<file path="config.mk">
export PLATFORM = sky130hd
export DESIGN_NAME = imm_gen_pipe
export DESIGN_NICKNAME = d
export VERILOG_FILES = /design/src/rtl/imm_gen_pipe.sv
export SDC_FILE = /design/constraint.sdc
export NUM_CORES = 1
export LEC_CHECK = 0
export CORE_UTILIZATION = 41
export CTS_BUF_LIST = sky130_fd_sc_hd__clkbuf_16
export DETAILED_ROUTE_END_ITERATION = 6
export PLACE_DENSITY = 0.73
export SYNTH_ARGS = -nofsm -noshare
export SYNTH_HDL_FRONTEND = slang
export SYNTH_SLANG_ARGS = --single-unit
</file>
<file path="constraint.sdc">
create_clock -name clk -period 17.5 [get_ports clk]
set_input_delay 1.75 -clock clk [delete_from_list [all_inputs] [get_ports clk]]
set_output_delay 1.75 -clock clk [all_outputs]
set_load 0.02 [all_outputs]
</file>
<file path="src/rtl/imm_gen_pipe.sv">
// rtl/imm_gen_pipe.sv - multi-lane registered immediate/target generator
// with a two-entry (MAIN + SKID) valid/ready buffer and synchronous flush.
module imm_gen_pipe #(
    parameter int XLEN      = 32,
    parameter int LANES     = 2,
    parameter int I21_SHIFT = 0
) (
    input  logic                  clk,
    input  logic                  rst,
    input  logic                  flush,
    input  logic                  in_valid,
    output logic                  in_ready,
    input  logic [LANES-1:0]      in_lane_valid,
    input  logic [LANES*32-1:0]   in_instr,
    input  logic [LANES*3-1:0]    in_itype,
    input  logic [LANES-1:0]      in_unsign,
    input  logic [LANES*XLEN-1:0] in_pc,
    output logic                  out_valid,
    input  logic                  out_ready,
    output logic [LANES-1:0]      out_lane_valid,
    output logic [LANES*XLEN-1:0] out_imm,
    output logic [LANES*XLEN-1:0] out_target
);

    // bit0 = MAIN full, bit1 = SKID full, so both handshake outputs come straight off flops
    typedef enum logic [1:0] {
        S_EMPTY = 2'b00,
        S_ONE   = 2'b01,
        S_FULL  = 2'b11
    } state_t;

    state_t state, state_nxt;

    logic accept, drain;
    logic load_main_in, load_main_skid, load_skid;

    logic [LANES*XLEN-1:0] nxt_imm, nxt_target;
    logic [LANES-1:0]      unused_hi;

    logic [LANES-1:0]      main_lane_valid, skid_lane_valid;
    logic [LANES*XLEN-1:0] main_imm, skid_imm;
    logic [LANES*XLEN-1:0] main_target, skid_target;

    function automatic logic [XLEN-1:0] calc_imm(input logic [25:0] ins,
                                                 input logic [2:0]  itype,
                                                 input logic        uns);
        case (itype)
            3'd0: return (XLEN == 32) ? {{(XLEN-5){1'b0}}, ins[14:10]}
                                      : {{(XLEN-6){1'b0}}, ins[15:10]};
            3'd1: return {{(XLEN-12){~uns & ins[21]}}, ins[21:10]};
            3'd2: return {{(XLEN-16){ins[23]}}, ins[23:10], 2'b00};
            3'd3: return {{(XLEN-18){ins[25]}}, ins[25:10], 2'b00};
            3'd4: return {{(XLEN-31){ins[24]}}, ins[23:5], 12'h000};
            3'd5: return {{(XLEN-21){ins[4]}}, ins[4:0], ins[25:10]} << I21_SHIFT;
            3'd6: return {{(XLEN-28){ins[9]}}, ins[9:0], ins[25:10], 2'b00};
            default: return '0;
        endcase
    endfunction

    always_comb begin
        nxt_imm    = '0;
        nxt_target = '0;
        unused_hi  = '0;
        for (int i = 0; i < LANES; i++) begin
            unused_hi[i] = ^in_instr[i*32+26 +: 6];
            if (in_lane_valid[i])
                nxt_imm[i*XLEN +: XLEN] = calc_imm(in_instr[i*32 +: 26], in_itype[i*3 +: 3],
                                                   in_unsign[i]);
            nxt_target[i*XLEN +: XLEN] = in_pc[i*XLEN +: XLEN] + nxt_imm[i*XLEN +: XLEN];
        end
    end

    always_ff @(posedge clk or posedge rst) begin
        if (rst)
            state <= S_EMPTY;
        else
            state <= state_nxt;
    end

    always_comb begin
        state_nxt = state;
        case (state)
            S_EMPTY: if (accept) state_nxt = S_ONE;
            S_ONE: begin
                if (accept && !drain)
                    state_nxt = S_FULL;
                else if (!accept && drain)
                    state_nxt = S_EMPTY;
            end
            S_FULL:  if (drain) state_nxt = S_ONE;
            default: state_nxt = S_EMPTY;
        endcase
        if (flush)
            state_nxt = S_EMPTY;
    end

    always_comb begin
        in_ready       = ~state[1];
        out_valid      = state[0];
        accept         = in_valid & ~state[1] & ~flush;
        drain          = state[0] & out_ready;
        load_main_in   = accept & ((state == S_EMPTY) | ((state == S_ONE) & drain));
        load_skid      = accept & (state == S_ONE) & ~drain;
        load_main_skid = ~flush & (state == S_FULL) & drain;
    end

    always_ff @(posedge clk or posedge rst) begin
        if (rst) begin
            main_lane_valid <= '0;
            main_imm        <= '0;
            main_target     <= '0;
            skid_lane_valid <= '0;
            skid_imm        <= '0;
            skid_target     <= '0;
        end else begin
            if (load_skid) begin
                skid_lane_valid <= in_lane_valid;
                skid_imm        <= nxt_imm;
                skid_target     <= nxt_target;
            end
            if (load_main_in) begin
                main_lane_valid <= in_lane_valid;
                main_imm        <= nxt_imm;
                main_target     <= nxt_target;
            end else if (load_main_skid) begin
                main_lane_valid <= skid_lane_valid;
                main_imm        <= skid_imm;
                main_target     <= skid_target;
            end
        end
    end

    assign out_lane_valid = main_lane_valid;
    assign out_imm        = main_imm;
    assign out_target     = main_target;

    property p_hold_stable;
        @(posedge clk) disable iff (rst)
        (out_valid && !out_ready && !flush) |=>
            (out_valid && $stable(out_lane_valid) && $stable(out_imm) && $stable(out_target));
    endproperty
    a_hold_stable: assert property (p_hold_stable);

    a_ready_implies_valid: assert property (@(posedge clk) disable iff (rst) !in_ready |-> out_valid);

endmodule

</file>
==> flow_results.xml, run 1 <==
<?xml version="1.0" encoding="UTF-8"?>
<metrics>
  <group name="synth">
    <metric name="synthesis.yosys.warnings" unit="">0</metric>
    <metric name="share_of_synthesized_registers_carrying_an_async_set_or_reset" unit="">1.00</metric>
    <metric name="synth_edf_count" unit="">0</metric>
    <metric name="syn_avg_cell_area" unit="sq um">9.65</metric>
    <metric name="synth-seq-area-share" unit="">0.425</metric>
    <metric name="synth_cell_types" unit="">64</metric>
    <metric name="synthFlopType" unit="">dfrtp_1</metric>
    <metric name="cell_area_synth" unit="sq um">15400</metric>
    <metric name="synthesis.nets" unit="">1811</metric>
    <metric name="synthesized_netlist_cell_count" unit="">1600</metric>
    <metric name="ff_latch_count_synth" unit="">262</metric>
  </group>
  <group name="routing">
    <metric name="ant_nets" unit="">0</metric>
    <metric name="drt_first_pass_iters" unit="">5</metric>
    <metric name="dr_total_vias" unit="">12700</metric>
    <metric name="avgViaCountPerCell" unit="">5.43</metric>
    <metric name="detail_route.wl_per_cell" unit="um">19.0</metric>
    <metric name="total_wirelength_of_the_detailed_routed_design" unit="um">44400</metric>
    <metric name="remaining_drc_errors" unit="">0</metric>
    <metric name="dr.first_iter.drc_count" unit="">689</metric>
  </group>
  <group name="critical_path">
    <metric name="cells_traversed_along_the_worst_timing_path" unit="">clkdlybuf4s50_1 -&gt; nor2b_1 -&gt; nand2_1 -&gt; or3_1 -&gt; o31ai_2 -&gt; a41oi_1 -&gt; a21oi_1 -&gt; ha_1 -&gt; a21o_1 -&gt; a21o_1 -&gt; a21oi_1 -&gt; o21ai_0 -&gt; a21o_1 -&gt; a211o_1 -&gt; a31oi_1 -&gt; xnor2_1 -&gt; o21ai_0</metric>
    <metric name="setup_slack_of_the_worst_register_to_register_path" unit="ns">13.57</metric>
    <metric name="critical_path_class" unit="">primary input to flop</metric>
    <metric name="cp_data_required_time" unit="ns">17.89</metric>
    <metric name="critical_path.reg2reg.endpoint" unit="">out_target[8]</metric>
    <metric name="crit_path_top_cell_by_count" unit="">a21o_1</metric>
    <metric name="rr_startpoint" unit="">state[0]</metric>
    <metric name="endpoint" unit="">out_target[31]</metric>
    <metric name="worst-path-buf-inv" unit="">1</metric>
    <metric name="path_max_fanout" unit="">17</metric>
    <metric name="critical_path.endpoint_type" unit="">flop</metric>
    <metric name="critical_path_depth" unit="">17</metric>
    <metric name="critical-path-slowest-cell" unit="">clkdlybuf4s50_1</metric>
    <metric name="worst_r2r_path_depth" unit="">7</metric>
    <metric name="slowest_cell_delay_on_critical_path" unit="ns">0.97</metric>
    <metric name="crit_path_start" unit="">in_itype[0]</metric>
    <metric name="cp.arrival" unit="ns">6.85</metric>
    <metric name="path_delay_family" unit="">compound AO/OA/AOI/OAI gates</metric>
    <metric name="crit_path_start_kind" unit="">primary input</metric>
  </group>
  <group name="power_and_ir_drop">
    <metric name="total_power" unit="mW">2.25</metric>
    <metric name="ir_drop" unit="V">0.0000890</metric>
    <metric name="static-leakage-power" unit="nW">9.14</metric>
    <metric name="power.density" unit="nW/um^2">116</metric>
  </group>
  <group name="placed_design">
    <metric name="placement.io_buffers" unit="">262</metric>
    <metric name="gp_routability_congestion" unit="">0.884</metric>
    <metric name="total_placed_cells_including_tap_cells" unit="">2284</metric>
    <metric name="detailedPlacementHpwl" unit="um">32600</metric>
  </group>
  <group name="global_routing">
    <metric name="first_global_vias" unit="">12500</metric>
    <metric name="antenna_found_initial" unit="">6</metric>
    <metric name="pin_count_of_the_biggest_net_entering_global_routing" unit="">124</metric>
    <metric name="grt_pass1_wl" unit="um">69400</metric>
    <metric name="globalRoute.totalOverflow" unit="">0</metric>
    <metric name="grtUsageTotal" unit="">0.228</metric>
  </group>
  <group name="min_path">
    <metric name="worstHoldPathCells" unit="">2</metric>
    <metric name="holdCritStartpoint" unit="">skid_target[51]</metric>
    <metric name="hold_path_class" unit="">flop to flop</metric>
  </group>
  <group name="sta">
    <metric name="maxSlewViolCount" unit="">0</metric>
    <metric name="grt_setup_unrepaired" unit="">false</metric>
    <metric name="final_setup_tns" unit="ns">0</metric>
    <metric name="hold-worst-slack" unit="ns">0.473</metric>
    <metric name="timing.clock.skew" unit="ns">0.0204</metric>
    <metric name="report.final.hold_viol_count" unit="">0</metric>
    <metric name="fmax" unit="GHz">0.155</metric>
    <metric name="timing.final.crit_share" unit="">0.369</metric>
    <metric name="worst_slew_margin_rel" unit="">0.245</metric>
    <metric name="final.min_clock_period" unit="ns">6.46</metric>
    <metric name="worst_pin_slew" unit="ns">1.13</metric>
    <metric name="finalSetupViolCount" unit="">0</metric>
  </group>
  <group name="cts">
    <metric name="cts_hold_buf" unit="">0</metric>
    <metric name="cts_repair_resize_count" unit="">0</metric>
    <metric name="worst_setup_hold_path_clk_slew" unit="ns">0.07</metric>
    <metric name="clk_latency" unit="ns">0.56</metric>
    <metric name="htree_levels" unit="">1</metric>
    <metric name="cts_root_buffer" unit="">clkbuf_16</metric>
    <metric name="cts-root-to-sink-buffers" unit="">3</metric>
    <metric name="tritoncts" unit="">built</metric>
    <metric name="cts_setup_buffers" unit="">0</metric>
    <metric name="cts.sinks" unit="">262</metric>
    <metric name="cts_made_buffers" unit="">29</metric>
  </group>
  <group name="floorplanning">
    <metric name="die_width" unit="um">196</metric>
    <metric name="floorplan.initialDensity" unit="">0.419</metric>
    <metric name="floorplan.die.height" unit="um">196</metric>
    <metric name="row_count" unit="">70</metric>
    <metric name="fp.dieArea" unit="sq um">38400</metric>
    <metric name="floorplan.core_area" unit="sq um">36900</metric>
    <metric name="pin_count" unit="">275</metric>
  </group>
  <group name="layout">
    <metric name="drive_gt1_frac" unit="">0.115</metric>
    <metric name="final.fill_count" unit="">3360</metric>
    <metric name="fin_cells" unit="">2339</metric>
    <metric name="area.growth.synth_to_final" unit="%">25.4</metric>
    <metric name="nNetsFinal" unit="">2022</metric>
  </group>
  <group name="run">
    <metric name="max_cap_viol_count" unit="">0</metric>
  </group>
  <group name="outcome">
    <metric name="status" unit="">finished clean</metric>
  </group>
</metrics>
-- per-stage QoR --
| step | setup slack, ns | utilization | area, sq um |
|---|---|---|---|
| 2_1_floorplan | 8.54 | - | 15400 |
| 3_3_place_gp | 10.53 | 0.499 | 18400 |
| 3_5_place_dp | 10.53 | 0.499 | 18400 |
| 4_1_cts | 11.11 | 0.525 | 19400 |
| 5_1_grt | 10.66 | 0.525 | 19400 |
| 6_report | 11.04 | 0.525 | 19400 |
-- worst reg2reg max path, delay by kind of cell (launching register included) --
family,cells,cell delay [ns]
AND/OR/NAND/NOR,2,0.61
adder cells (fa/ha/maj),1,0.25
flip-flops,1,0.46
AO/OA/AOI/OAI,1,0.10
buffers and inverters,2,1.89
multiplexers,1,0.47
-- power by group --
group          internal [mW]  switching, mW  total, mW
sequential             0.800          0.104      0.904
clock                  0.360          0.256      0.616
combinational          0.351          0.379      0.730
total                   1.51          0.739       2.25
-- routing by layer --
layer | global-route usage | routed length (um) | vias up
met2 | 0.366 | 20300 | 376
met4 | 0.0576 | 1070 | 8
met1 | 0.309 | 19500 | 6139
li1 | - | - | 6099
met5 | 0 | 53 | -
met3 | 0.0557 | 3520 | 69
-- Yosys cell counts (10+ instances only) --
library cell,n,share of area
nand2b_1,10,0.0041
ha_1,66,0.053
buf_1,11,0.0027
a21oi_1,108,0.035
a22oi_1,16,0.0078
nor2_1,49,0.012
nand2_1,245,0.060
a21o_1,29,0.014
mux2i_1,109,0.071
xnor2_1,39,0.022
nor2b_1,42,0.017
xor2_1,19,0.011
inv_1,26,0.0063
dfrtp_1,262,0.42
nand3_1,11,0.0036
mux2_2,137,0.10
a31oi_1,10,0.0041
and2_1,13,0.0053
o21ai_0,200,0.065
clkbuf_1,72,0.018
-- state kept, by name (all words and copies together) (netlist names) --
name and count:
out_imm 64, skid_imm 64, skid_target 64, skid_lane_valid 2, out_lane_valid 2, state 2
out_target 64
-- cell type report --
class / count / area [sq um] / share of cell area
well taps: 504 / 631 / 0.0326
inverters: 26 / 105 / 0.00543
flip-flops and latches: 262 / 6560 / 0.339
multi-input cells: 1220 / 8420 / 0.435
diodes: 2 / 5.00 / 0.000258
clock inverters: 24 / 225 / 0.0116
repair buffers: 272 / 2700 / 0.139
clock buffers: 29 / 726 / 0.0375
-- logic make-up (layout without fill, tap and decap cells) --
group	after synthesis	count (layout)	share of synthesized area
buffers and inverters	118	351	0.0311
DFF	262	262	0.425
xor gates and xnor gates	58	58	0.0329
adders and majority gates	68	68	0.0561
other	0	2	0
muxes	246	246	0.171
AOI/OAI and AO/OA	441	441	0.167
and+or+nand+nor	407	407	0.118
-- cells in the final DEF, fill, tap and decap left out, drive strengths merged, types with 8 or more instances in the layout --
| master | synthesis | routed |
|---|---|---|
| clkdlybuf4s50 | 0 | 262 |
| o21bai | 8 | 8 |
| nand4 | 9 | 9 |
| clkinv | 0 | 12 |
| a21oi | 112 | 112 |
| nor2b | 42 | 42 |
| and2 | 13 | 13 |
| dfrtp | 262 | 262 |
| nand2 | 245 | 245 |
| a21o | 31 | 31 |
| ha | 66 | 66 |
| a31oi | 10 | 10 |
| a22oi | 16 | 16 |
| o31ai | 10 | 10 |
| buf | 19 | 10 |
| mux2i | 109 | 109 |
| and3 | 8 | 8 |
| nand3 | 11 | 11 |
| xor2 | 19 | 19 |
| nand2b | 10 | 10 |
| clkbuf | 73 | 29 |
| nor2 | 49 | 49 |
| xnor2 | 39 | 39 |
| mux2 | 137 | 137 |
| o21ai | 206 | 206 |
| inv | 26 | 32 |
-- how the worst min path moves through the flow --
stage	endpoint	slack (ns)
floorplan	skid_target[51]	0.44
global placement	skid_target[51]	0.46
detailed placement	skid_target[51]	0.46
CTS	skid_target[51]	0.48
global route	skid_target[53]	0.50
finish	skid_target[51]	0.47
Note: power is estimated with default switching activity, not from simulation.
==> run 2: changes to the inputs <==
==> constraint.sdc (replaced) <==
create_clock -name clk -period 6.4 [get_ports clk]
set_input_delay 0.64 -clock clk [delete_from_list [all_inputs] [get_ports clk]]
set_output_delay 0.64 -clock clk [all_outputs]
set_load 0.02 [all_outputs]
==> run 2 against run 1 <==
Against the previous run:
- die area unchanged
- highest routed layer unchanged
- cell count increased by 0.26%
- via count increased by 0.36%
- worst setup slack got worse by 9.5 ns
==> flow_results.xml, run 2 (same netlist as run 1, synthesis figures left out) <==
<?xml version="1.0" encoding="UTF-8"?>
<metrics>
  <group name="sta">
    <metric name="timing.clock.skew" unit="ns">0.00759</metric>
    <metric name="report.final.hold_viol_count" unit="">0</metric>
    <metric name="worst_pin_slew" unit="ns">1.11</metric>
    <metric name="finalSetupViolCount" unit="">0</metric>
    <metric name="grt_setup_unrepaired" unit="">false</metric>
    <metric name="timing.final.crit_share" unit="">0.766</metric>
    <metric name="final.min_clock_period" unit="ns">4.90</metric>
    <metric name="final_setup_tns" unit="ns">0</metric>
    <metric name="maxSlewViolCount" unit="">0</metric>
    <metric name="fmax" unit="GHz">0.204</metric>
    <metric name="setup_ws" unit="ns">1.50</metric>
    <metric name="worst_slew_margin_rel" unit="">0.257</metric>
    <metric name="hold-worst-slack" unit="ns">0.390</metric>
  </group>
  <group name="floorplanning">
    <metric name="floorplan.initialDensity" unit="">0.419</metric>
    <metric name="die_width" unit="um">196</metric>
    <metric name="row_count" unit="">70</metric>
    <metric name="fp.dieArea" unit="sq um">38400</metric>
    <metric name="floorplan.die.height" unit="um">196</metric>
    <metric name="pin_count" unit="">275</metric>
    <metric name="floorplan.core_area" unit="sq um">36900</metric>
  </group>
  <group name="power_and_ir_drop">
    <metric name="pwr-share-comb" unit="">0.319</metric>
    <metric name="power.density" unit="nW/um^2">321</metric>
    <metric name="p_int" unit="mW">4.22</metric>
    <metric name="p_clk_frac" unit="">0.285</metric>
    <metric name="power.sequential.fraction" unit="">0.396</metric>
    <metric name="ir_drop" unit="V">0.000231</metric>
    <metric name="p_sw" unit="mW">2.04</metric>
    <metric name="total_power" unit="mW">6.26</metric>
    <metric name="switching_part_of_the_total" unit="">0.326</metric>
    <metric name="static-leakage-power" unit="nW">9.20</metric>
  </group>
  <group name="cts">
    <metric name="cts.sinks" unit="">262</metric>
    <metric name="cts_root_buffer" unit="">clkbuf_16</metric>
    <metric name="cts-root-to-sink-buffers" unit="">3</metric>
    <metric name="tritoncts" unit="">built</metric>
    <metric name="htree_levels" unit="">1</metric>
    <metric name="worst_setup_hold_path_clk_slew" unit="ns">0.06</metric>
    <metric name="cts_repair_resize_count" unit="">0</metric>
    <metric name="clk_latency" unit="ns">0.56</metric>
    <metric name="cts_setup_buffers" unit="">0</metric>
    <metric name="cts_hold_buf" unit="">0</metric>
    <metric name="cts_made_buffers" unit="">29</metric>
  </group>
  <group name="placed_design">
    <metric name="place_area" unit="sq um">18500</metric>
    <metric name="placement.io_buffers" unit="">262</metric>
    <metric name="total_placed_cells_including_tap_cells" unit="">2290</metric>
    <metric name="detailedPlacementHpwl" unit="um">32900</metric>
    <metric name="placement.setup.worst_slack" unit="ns">1.10</metric>
    <metric name="gp_routability_congestion" unit="">0.924</metric>
  </group>
  <group name="critical_path">
    <metric name="rr_startpoint" unit="">state[0]</metric>
    <metric name="critical_path.endpoint_type" unit="">flop</metric>
    <metric name="critical_path_class" unit="">primary input to flop</metric>
    <metric name="endpoint" unit="">out_target[62]</metric>
    <metric name="crit_path_start" unit="">in_itype[4]</metric>
    <metric name="cp_data_required_time" unit="ns">6.80</metric>
    <metric name="crit_path_start_kind" unit="">primary input</metric>
    <metric name="path_max_fanout" unit="">17</metric>
    <metric name="worst_r2r_path_depth" unit="">5</metric>
    <metric name="cp.arrival" unit="ns">5.29</metric>
    <metric name="critical_path.reg2reg.endpoint" unit="">skid_target[11]</metric>
    <metric name="setup_slack_of_the_worst_register_to_register_path" unit="ns">3.67</metric>
  </group>
  <group name="routing">
    <metric name="detail_route.wl_per_cell" unit="um">19.1</metric>
    <metric name="dr_total_vias" unit="">12700</metric>
    <metric name="dr.first_iter.drc_count" unit="">746</metric>
    <metric name="remaining_drc_errors" unit="">0</metric>
    <metric name="drt_first_pass_iters" unit="">5</metric>
    <metric name="avgViaCountPerCell" unit="">5.43</metric>
    <metric name="ant_nets" unit="">0</metric>
    <metric name="total_wirelength_of_the_detailed_routed_design" unit="um">44900</metric>
  </group>
  <group name="run">
    <metric name="max_cap_viol_count" unit="">0</metric>
  </group>
  <group name="layout">
    <metric name="fin_cells" unit="">2345</metric>
    <metric name="post-route-cell-area" unit="sq um">19500</metric>
    <metric name="drive_gt1_frac" unit="">0.121</metric>
    <metric name="nNetsFinal" unit="">2028</metric>
    <metric name="final_cell_mix" unit="">clkdlybuf4s50_1, dfrtp_1, nand2_1, o21ai_0, mux2_2</metric>
    <metric name="area.growth.synth_to_final" unit="%">26.2</metric>
    <metric name="post-route-util" unit="">0.528</metric>
  </group>
  <group name="global_routing">
    <metric name="first_global_vias" unit="">12500</metric>
    <metric name="pin_count_of_the_biggest_net_entering_global_routing" unit="">195</metric>
    <metric name="grt_pass1_wl" unit="um">69700</metric>
    <metric name="globalRoute.totalOverflow" unit="">0</metric>
    <metric name="grtUsageTotal" unit="">0.231</metric>
    <metric name="antenna_found_initial" unit="">6</metric>
  </group>
  <group name="min_path">
    <metric name="hold_path_class" unit="">primary input to asynchronous set/reset pin</metric>
  </group>
  <group name="outcome">
    <metric name="status" unit="">finished clean</metric>
  </group>
</metrics>
## run 2: cell types whose count changed in the layout (fill, tap and decap cells not counted), moves of 2 or more
cell / change
buf_4: +4
clkinv_2: +5
clkinv_1: -4
buf_12: +2
inv_1: -2
bufinv_16: +2
## run 2: metal layers
metal  vias up  GRT usage  part of all wire
li1       6128          -                 -
met3        72     0.0495             0.068
met1      6165      0.317              0.45
met5         -          0            0.0011
met2       364      0.365              0.45
met4         8     0.0712             0.028
## run 2: layout make-up
type / instances / area, sq um
fill: 3303 / 17400
multi-input combinational: 1220 / 8420
sequential: 262 / 6560
timing repair buffer: 278 / 2770
clock buffer: 29 / 726
tap: 504 / 631
clock inverter: 24 / 280
inverter: 26 / 101
antenna: 2 / 5.00
## run 2: power groups by stage
stage               combinational [mW]  sequential (mW)  clock (mW)
CTS                               2.02             2.48        1.83
detailed placement                2.01             2.51           0
global placement                  1.96             2.47           0
global route                      2.17             2.54        1.89
finish                            2.00             2.48        1.79
floorplan                        0.945             2.68           0
## run 2: worst min path at each step
| stage | start | endpoint | slack (ns) | cells after the start |
|---|---|---|---|---|
| floorplan | skid_target[51] | skid_target[51] | 0.44 | 2 |
| global placement | skid_target[51] | skid_target[51] | 0.46 | 2 |
| detailed placement | skid_target[51] | skid_target[51] | 0.46 | 2 |
| CTS | rst | skid_imm[40] | 0.38 | 2 |
| global route | rst | skid_imm[40] | 0.40 | 2 |
| finish | rst | out_target[42] | 0.39 | 2 |
## run 2: critical path, cell delays in order
cell and delay, ns:
clkdlybuf4s50_1 0.85, nor2b_1 0.24, a22o_1 0.28, a21oi_1 0.79, a21oi_1 0.34, ha_1 0.47, a21o_1 0.21, a21o_1 0.17
a211o_1 0.29, a21oi_1 0.15, nor2b_1 0.06, o41ai_1 0.22, o21ai_1 0.13, xnor2_1 0.32, o21ai_0 0.14
